### src/rtl/idct_block_loader.sv
// Collects a 64-coefficient stream into an 8x8 block and presents it in raster order to the IDCT.
// Define IDCT_ZIGZAG_EN when the stream arrives in JPEG zigzag order; otherwise it is taken as raster order.
`timescale 1ns/1ps
module idct_block_loader #(
   parameter int WIDTH = 16
) (
   input  logic                    clk,
   input  logic                    rst_n,
   input  logic                    in_valid,
   output logic                    in_ready,
   input  logic signed [WIDTH-1:0] in_data,
   input  logic                    in_last,
   output logic signed [WIDTH-1:0] blk0,  blk1,  blk2,  blk3,  blk4,  blk5,  blk6,  blk7,
                                   blk8,  blk9,  blk10, blk11, blk12, blk13, blk14, blk15,
                                   blk16, blk17, blk18, blk19, blk20, blk21, blk22, blk23,
                                   blk24, blk25, blk26, blk27, blk28, blk29, blk30, blk31,
                                   blk32, blk33, blk34, blk35, blk36, blk37, blk38, blk39,
                                   blk40, blk41, blk42, blk43, blk44, blk45, blk46, blk47,
                                   blk48, blk49, blk50, blk51, blk52, blk53, blk54, blk55,
                                   blk56, blk57, blk58, blk59, blk60, blk61, blk62, blk63,
   output logic                    out_valid,
   input  logic                    out_ready,
   output logic                    err
);

   typedef enum logic {FILL, HOLD} state_t;

`ifdef IDCT_ZIGZAG_EN
   localparam logic [5:0] ZIGZAG [64] = '{
      6'd0,  6'd1,  6'd8,  6'd16, 6'd9,  6'd2,  6'd3,  6'd10,
      6'd17, 6'd24, 6'd32, 6'd25, 6'd18, 6'd11, 6'd4,  6'd5,
      6'd12, 6'd19, 6'd26, 6'd33, 6'd40, 6'd48, 6'd41, 6'd34,
      6'd27, 6'd20, 6'd13, 6'd6,  6'd7,  6'd14, 6'd21, 6'd28,
      6'd35, 6'd42, 6'd49, 6'd56, 6'd57, 6'd50, 6'd43, 6'd36,
      6'd29, 6'd22, 6'd15, 6'd23, 6'd30, 6'd37, 6'd44, 6'd51,
      6'd58, 6'd59, 6'd52, 6'd45, 6'd38, 6'd31, 6'd39, 6'd46,
      6'd53, 6'd60, 6'd61, 6'd54, 6'd47, 6'd55, 6'd62, 6'd63};

   function automatic logic [5:0] map_idx(input logic [5:0] i);
      return ZIGZAG[i];
   endfunction
`else
   function automatic logic [5:0] map_idx(input logic [5:0] i);
      return i;
   endfunction
`endif

   state_t              state_reg, state_next;
   logic [5:0]          idx_reg, idx_next;
   logic                out_valid_reg, out_valid_next;
   logic                err_reg, err_next;
   logic                wr_en, xfer, xfer_beat, consume;
   logic [5:0]          wr_addr;
   logic signed [WIDTH-1:0] fill_reg [64];
   logic signed [WIDTH-1:0] blk_reg  [64];

   assign wr_addr = map_idx(idx_reg);

   always_ff @(posedge clk or negedge rst_n) begin
      if (!rst_n) begin
         state_reg     <= FILL;
         idx_reg       <= '0;
         out_valid_reg <= 1'b0;
         err_reg       <= 1'b0;
      end else begin
         state_reg     <= state_next;
         idx_reg       <= idx_next;
         out_valid_reg <= out_valid_next;
         err_reg       <= err_next;
      end
   end

   always_comb begin
      state_next     = state_reg;
      idx_next       = idx_reg;
      out_valid_next = out_valid_reg;
      err_next       = err_reg;
      wr_en          = 1'b0;
      xfer           = 1'b0;
      xfer_beat      = 1'b0;
      in_ready       = (state_reg == FILL);
      consume        = out_valid_reg && out_ready;
      case (state_reg)
         FILL: begin
            if (in_valid) begin
               if (idx_reg == 6'd63) begin
                  // Beat 63 always closes the block; a missing in_last only flags err.
                  wr_en    = 1'b1;
                  idx_next = '0;
                  if (!in_last) err_next = 1'b1;
                  if (!out_valid_reg || consume) begin
                     xfer      = 1'b1;
                     xfer_beat = 1'b1;
                  end else begin
                     state_next = HOLD;
                  end
               end else if (in_last) begin
                  err_next = 1'b1;
                  idx_next = '0;
               end else begin
                  wr_en    = 1'b1;
                  idx_next = idx_reg + 6'd1;
               end
            end
         end
         HOLD: begin
            if (consume) begin
               xfer       = 1'b1;
               state_next = FILL;
            end
         end
         default: state_next = FILL;
      endcase
      if (xfer)         out_valid_next = 1'b1;
      else if (consume) out_valid_next = 1'b0;
   end

   genvar gi;
   generate
      for (gi = 0; gi < 64; gi++) begin : g_entry
         always_ff @(posedge clk or negedge rst_n) begin
            if (!rst_n) begin
               fill_reg[gi] <= '0;
               blk_reg[gi]  <= '0;
            end else begin
               if (wr_en && wr_addr == 6'(gi)) fill_reg[gi] <= in_data;
               // Entry 63 maps to itself in both orders, so the closing beat bypasses the fill buffer.
               if (xfer) blk_reg[gi] <= (xfer_beat && gi == 63) ? in_data : fill_reg[gi];
            end
         end
      end
   endgenerate

   assign out_valid = out_valid_reg;
   assign err       = err_reg;

   assign blk0  = blk_reg[0];  assign blk1  = blk_reg[1];  assign blk2  = blk_reg[2];  assign blk3  = blk_reg[3];
   assign blk4  = blk_reg[4];  assign blk5  = blk_reg[5];  assign blk6  = blk_reg[6];  assign blk7  = blk_reg[7];
   assign blk8  = blk_reg[8];  assign blk9  = blk_reg[9];  assign blk10 = blk_reg[10]; assign blk11 = blk_reg[11];
   assign blk12 = blk_reg[12]; assign blk13 = blk_reg[13]; assign blk14 = blk_reg[14]; assign blk15 = blk_reg[15];
   assign blk16 = blk_reg[16]; assign blk17 = blk_reg[17]; assign blk18 = blk_reg[18]; assign blk19 = blk_reg[19];
   assign blk20 = blk_reg[20]; assign blk21 = blk_reg[21]; assign blk22 = blk_reg[22]; assign blk23 = blk_reg[23];
   assign blk24 = blk_reg[24]; assign blk25 = blk_reg[25]; assign blk26 = blk_reg[26]; assign blk27 = blk_reg[27];
   assign blk28 = blk_reg[28]; assign blk29 = blk_reg[29]; assign blk30 = blk_reg[30]; assign blk31 = blk_reg[31];
   assign blk32 = blk_reg[32]; assign blk33 = blk_reg[33]; assign blk34 = blk_reg[34]; assign blk35 = blk_reg[35];
   assign blk36 = blk_reg[36]; assign blk37 = blk_reg[37]; assign blk38 = blk_reg[38]; assign blk39 = blk_reg[39];
   assign blk40 = blk_reg[40]; assign blk41 = blk_reg[41]; assign blk42 = blk_reg[42]; assign blk43 = blk_reg[43];
   assign blk44 = blk_reg[44]; assign blk45 = blk_reg[45]; assign blk46 = blk_reg[46]; assign blk47 = blk_reg[47];
   assign blk48 = blk_reg[48]; assign blk49 = blk_reg[49]; assign blk50 = blk_reg[50]; assign blk51 = blk_reg[51];
   assign blk52 = blk_reg[52]; assign blk53 = blk_reg[53]; assign blk54 = blk_reg[54]; assign blk55 = blk_reg[55];
   assign blk56 = blk_reg[56]; assign blk57 = blk_reg[57]; assign blk58 = blk_reg[58]; assign blk59 = blk_reg[59];
   assign blk60 = blk_reg[60]; assign blk61 = blk_reg[61]; assign blk62 = blk_reg[62]; assign blk63 = blk_reg[63];

endmodule

### config.mk
export PLATFORM = sky130hd
export DESIGN_NAME = idct_block_loader
export DESIGN_NICKNAME = d
export VERILOG_FILES = /design/src/rtl/idct_block_loader.sv
export SDC_FILE = /design/constraint.sdc
export NUM_CORES = 2
export LEC_CHECK = 0
export CORE_AREA = 2 2 402 404
export CTS_CLUSTER_SIZE = 40
export DETAILED_ROUTE_END_ITERATION = 12
export DIE_AREA = 0 0 404 406
export PLACE_DENSITY_LB_ADDON = 0.1
export SLEW_MARGIN = 25
export SYNTH_ARGS = -nofsm -noshare
export SYNTH_HDL_FRONTEND = slang
export SYNTH_SLANG_ARGS = --single-unit
### constraint.sdc
create_clock -name clk -period 2.88 [get_ports clk]
set_input_delay 0.432 -clock clk [delete_from_list [all_inputs] [get_ports clk]]
set_output_delay 0.432 -clock clk [all_outputs]
set_load 0.005 [all_outputs]
### Yosys cells after proc, flatten, opt, wreduce, memory -nomap -nowiden

Cells that the tools add are included.

* register bits after elaboration: 2057
* input bits: 21
* output and inout port bits: 1027

* add/sub/neg operators: 1
* eq/ne operators: 64
* mux-type cells: 23
* bitwise operators: 1
* reduce and logical (&&, ||, !) cells: 72

Operators with widths (count)
* $eq 6x6->1 const B: 32
* $eq 6x5->1 const B: 16
* $logic_and 1x1->1: 65
* $eq 6x4->1 const B: 8
* $eq 6x3->1 const B: 4
* $mux 1: 18
* $mux 16: 1
* $eq 6x2->1 const B: 2
* $mux 6: 2
* $add 6x1->6 const B: 1
* $eq 6x1->1 const B: 1
* $logic_not 6->1: 1
* $pmux 1 s2: 2
* $reduce_and 4->1: 1
* $reduce_bool 2->1: 2
* $ne 2x2->1 const B: 1
* $reduce_and 2->1: 1
* $logic_not 1->1: 1
* $logic_or 1x1->1: 1
* $not 1->1: 1

### Longest topological paths before layout

* depth after elaboration: 7
* depth in mapped cells: 11
* depth with buffers taken out: 8

### Least setup slack after synthesis

OpenSTA, ideal clock, no wires.

* path kind: reg2reg
* start: reg idx_reg[0]
* end: reg fill_reg[245] (netlist name)
* arrival: 2.509 ns
* required time: 2.755 ns
* path slack: 0.247 ns
* stages on the path, launching flop included: 12
* path buffers: 3
* period minus slack after synthesis: 2.633 ns
* cell sequence: dfrtp_1 -> ha_1 -> nand2_1 -> nor2_1 -> inv_1 -> ha_1 -> and2b_1 -> clkbuf_1 -> and3_1 -> buf_2 -> buf_4 -> mux2_2

* cells in the longest elaborated chain, start to end: 5
* elaborated cells on any way between the ends: 6
* classes of those cells: 2 x eq/ne; 3 x mux; 1 x reduce/logical

RTL lines
* from (decl): line 49 `logic [5:0] idx_reg, idx_next;`
* from (signal assigned): line 67 `idx_reg <= idx_next;`
* $eq 6x6->1: line 86 `if (idx_reg == 6'd63) begin`
* $mux 1: line 86
* $mux 1: line 85 `if (in_valid) begin`
* $mux 1: line 83 `case (state_reg)`
* $logic_and 1x1->1 *: line 126 `if (wr_en && wr_addr == 6'(gi)) fill_reg[gi] <= in_data;`
* to (signal, indexed assignment): line 126
* to (decl): line 54 `logic signed [WIDTH-1:0] fill_reg [64];`

Every way passes the cells marked *; elsewhere a longest branch is shown, timed or not.
A chain may end at the register's enable or synchronous reset.

### Worst setup path after layout

* start: reg idx_reg[0]
* end: reg fill_reg[730] (netlist name)

Same word-level chain as after synthesis.

==> impl_metrics.env <==
export IMPL_synthXorXnorAreaFrac=0
export IMPL_die_area_mm2=0.1640
export IMPL_via_per_inst=5.445
export IMPL_total_power_mw=61.53
export IMPL_timing_final_crit_period_ns=2.676
export IMPL_synth_area_leaders="dfrtp_1 66%, mux2_2 27%, mux2_1 2.9%, buf_4 0.96%, clkbuf_1 0.62%"
export IMPL_crit_required_ns=3.55
export IMPL_synth_compound_area_frac=0.001351
export IMPL_fin_util=0.6205
export IMPL_report_final_slew_viol_count=0
export IMPL_insertion_delay_ns=0.83
export IMPL_firstDrtPassIters=4
export IMPL_drt_initial_drc_count=2241
export IMPL_cts_clk_slew_worst_paths_ns=0.06
export IMPL_grt_max_degree=114
export IMPL_largest_register_ffs=1024
export IMPL_min_period_over_period=0.9290
export IMPL_ant_nets=0
export IMPL_grt_usage=0.2794
export IMPL_setup_tns_ns=0
export IMPL_async_reset_ff_frac=1.000
export IMPL_grt_pass1_vias=45889
export IMPL_port_buffers=1047
export IMPL_die_width_um=404
export IMPL_status="finished, final reports clean"
export IMPL_diodes=0
export IMPL_tritoncts="built"
export IMPL_synth_edf_count=0
export IMPL_numCtsBuffers=208
export IMPL_netlist_area_mm2=0.07778
export IMPL_synth_fp_nets=4621
export IMPL_start_kind="flop"
export IMPL_cts_root_buf="clkbuf_16"
export IMPL_syn_avg_cell_area_um2=16.93
export IMPL_syn_inst=4595
export IMPL_worstPathArrival_ns=3.35
export IMPL_antenna_found_initial=9
export IMPL_rsz0062_at_grt="no"
export IMPL_fin_ws_ns=0.2045
export IMPL_netlist_area_leader_share=0.6618
export IMPL_finalHoldViolations=0
export IMPL_ir_drop_mv=0.6435
export IMPL_synth_fa_ha_area_frac=0.0008043
export IMPL_powerDensity_mw_per_mm2=621.1
export IMPL_max_clock_freq_mhz=373.8
export IMPL_critical_path_class="flop to flop"
export IMPL_relSlewSlack=0.4588
export IMPL_layout_drive_gt1_share=0.4234
export IMPL_crit_path_max_fanout=32
export IMPL_row_count=147
export IMPL_synth_top_family_by_area="multiplexers"
export IMPL_skew_ns=0.05688
export IMPL_worstMarginPinSlew_ns=0.8117
export IMPL_yosysSeqAreaShare=0.6618
export IMPL_place_area_mm2=0.09193
export IMPL_grt_ovfl_total=0
export IMPL_wl_per_cell_um=28.58
export IMPL_initial_utilization=0.4872
export IMPL_holdWs_ns=0.1192
export IMPL_fin_area_mm2=0.09907
export IMPL_ys_types=37
export IMPL_gp_congestion=0.8233
export IMPL_yosysWarnings=0
export IMPL_synthSimpleGateAreaFrac=0.01147
export IMPL_ys_seq_elements=2057
export IMPL_grt_pass1_wl_um=331100
export IMPL_fin_nets=5771
export IMPL_fp_coreArea_mm2=0.1596
export IMPL_p_leak_nw=49.13
export IMPL_synth_main_ff_cell="dfrtp_1"
export IMPL_cp_end_kind="flop"
export IMPL_fp_dieH_um=406
export IMPL_drc_errors=0
export IMPL_cap_violations=0
export IMPL_place_hpwl_um=153300
export IMPL_place_ws_ns=0.0002609
export IMPL_routed_wl_um=228700
export IMPL_setup_viol=0
export IMPL_io_pins=1048
export IMPL_synth_mux_area_frac=0.2989
export IMPL_area_growth_pct=27.36
export IMPL_clock_sinks=2057
export IMPL_vias=43561
export IMPL_stdcell_count=8000
export IMPL_hold_class="input pin to flop"
export IMPL_ctsResizeCount=0
export IMPL_ctsHtreeMaxLevel=4
export IMPL_dp_cells=7620
export IMPL_yosysTopAreaCell="dfrtp_1"
export IMPL_cts_buffer_depth=3
==> worst paths after layout <==
| path | startpoint | to | slack [ns] | cells after the start |
|---|---|---|---|---|
| worst max-delay path | idx_reg[0] | fill_reg[730] | 0.20 | 9 |
| worst min-delay path | in_data[5] | fill_reg[613] | 0.12 | 2 |
| worst max register to register | idx_reg[0] | fill_reg[730] | 0.20 | 9 |
| worst min register to register | fill_reg[960] | blk3[0] | 0.46 | 1 |
| max in group asynchronous | rst_n | blk28[11] | 1.47 | 3 |
| min in group asynchronous | rst_n | fill_reg[387] | 0.13 | 2 |
==> synthesized netlist by cell type, types with 2 or more instances <==
cell / number
inv_1: 7
buf_4: 99
nor3b_1: 3
and3_1: 21
ha_1: 5
o31ai_1: 3
o21ai_0: 3
nor2b_1: 2
nand3_1: 5
nor2_1: 2
nor3b_2: 4
mux2_1: 200
and3b_1: 9
buf_2: 85
mux2_2: 1864
buf_6: 12
nand2_1: 8
buf_8: 12
a21oi_1: 2
nand3_2: 48
dfrtp_1: 2057
clkbuf_1: 129
==> final cells by class <==
| type | count | area [µm²] |
|---|---|---|
| clock buffer | 317 | 6289 |
| multi-input combinational | 2193 | 24350 |
| inverter | 7 | 26.28 |
| fill | 12115 | 60580 |
| timing repair buffer | 1278 | 13480 |
| clock inverter | 62 | 834.6 |
| tap | 2086 | 2610 |
| sequential | 2057 | 51470 |
==> worst max-delay path, stage by stage (launching register included) <==
cell and delay [ns]:
dfrtp_1 0.35, ha_1 0.18, nand2_1 0.08, nor2_1 0.27, inv_1 0.09, ha_1 0.23
and2b_2 0.24, buf_12 0.20, nand3_2 0.45, mux2_2 0.45
==> cells by family (layout without fill, tap and decap cells) <==
family,Yosys count,after routing
mux,2065,2065
flops,2057,2057
buf+inv,345,1664
simple gates,109,109
compound gates,14,14
fa+ha+maj,5,5
==> power breakdown <==
part | internal (mW) | switching, mW
logic | 1.35 | 1.69
registers | 30.3 | 0.644
clock network | 16.2 | 11.3
total | 47.9 | 13.7
==> layer usage <==
layer / track usage / share of wire / vias to the layer above
met5: 0 / 0 / -
met4: 0.1212 / 0.047 / 0
met3: 0.07706 / 0.067 / 358
met2: 0.4436 / 0.47 / 1174
met1: 0.3612 / 0.41 / 23565
li1: - / - / 18464
==> cell usage in the layout, fill, tap and decap left out, drive strengths merged, types with 2 or more instances in the layout <==
| cell type | n |
|---|---|
| a21oi | 2 |
| and3 | 21 |
| and3b | 9 |
| buf | 247 |
| bufinv | 13 |
| clkbuf | 317 |
| clkdlybuf4s50 | 1030 |
| clkinv | 38 |
| clkinvlp | 2 |
| dfrtp | 2057 |
| ha | 5 |
| inv | 16 |
| mux2 | 2064 |
| nand2 | 8 |
| nand3 | 53 |
| nor2 | 2 |
| nor2b | 2 |
| nor3b | 7 |
| nor4 | 2 |
| o21ai | 3 |
| o31ai | 3 |
| o41ai | 2 |
==> what timing repair did <==
| item | 4_1_cts | 5_1_grt |
|---|---|---|
| hold buffers | 1 | 0 |
| endpoints found under the hold margin | 103 | 0 |
| setup buffers | 0 | 0 |
Note: power is estimated with default switching activity, not from simulation.
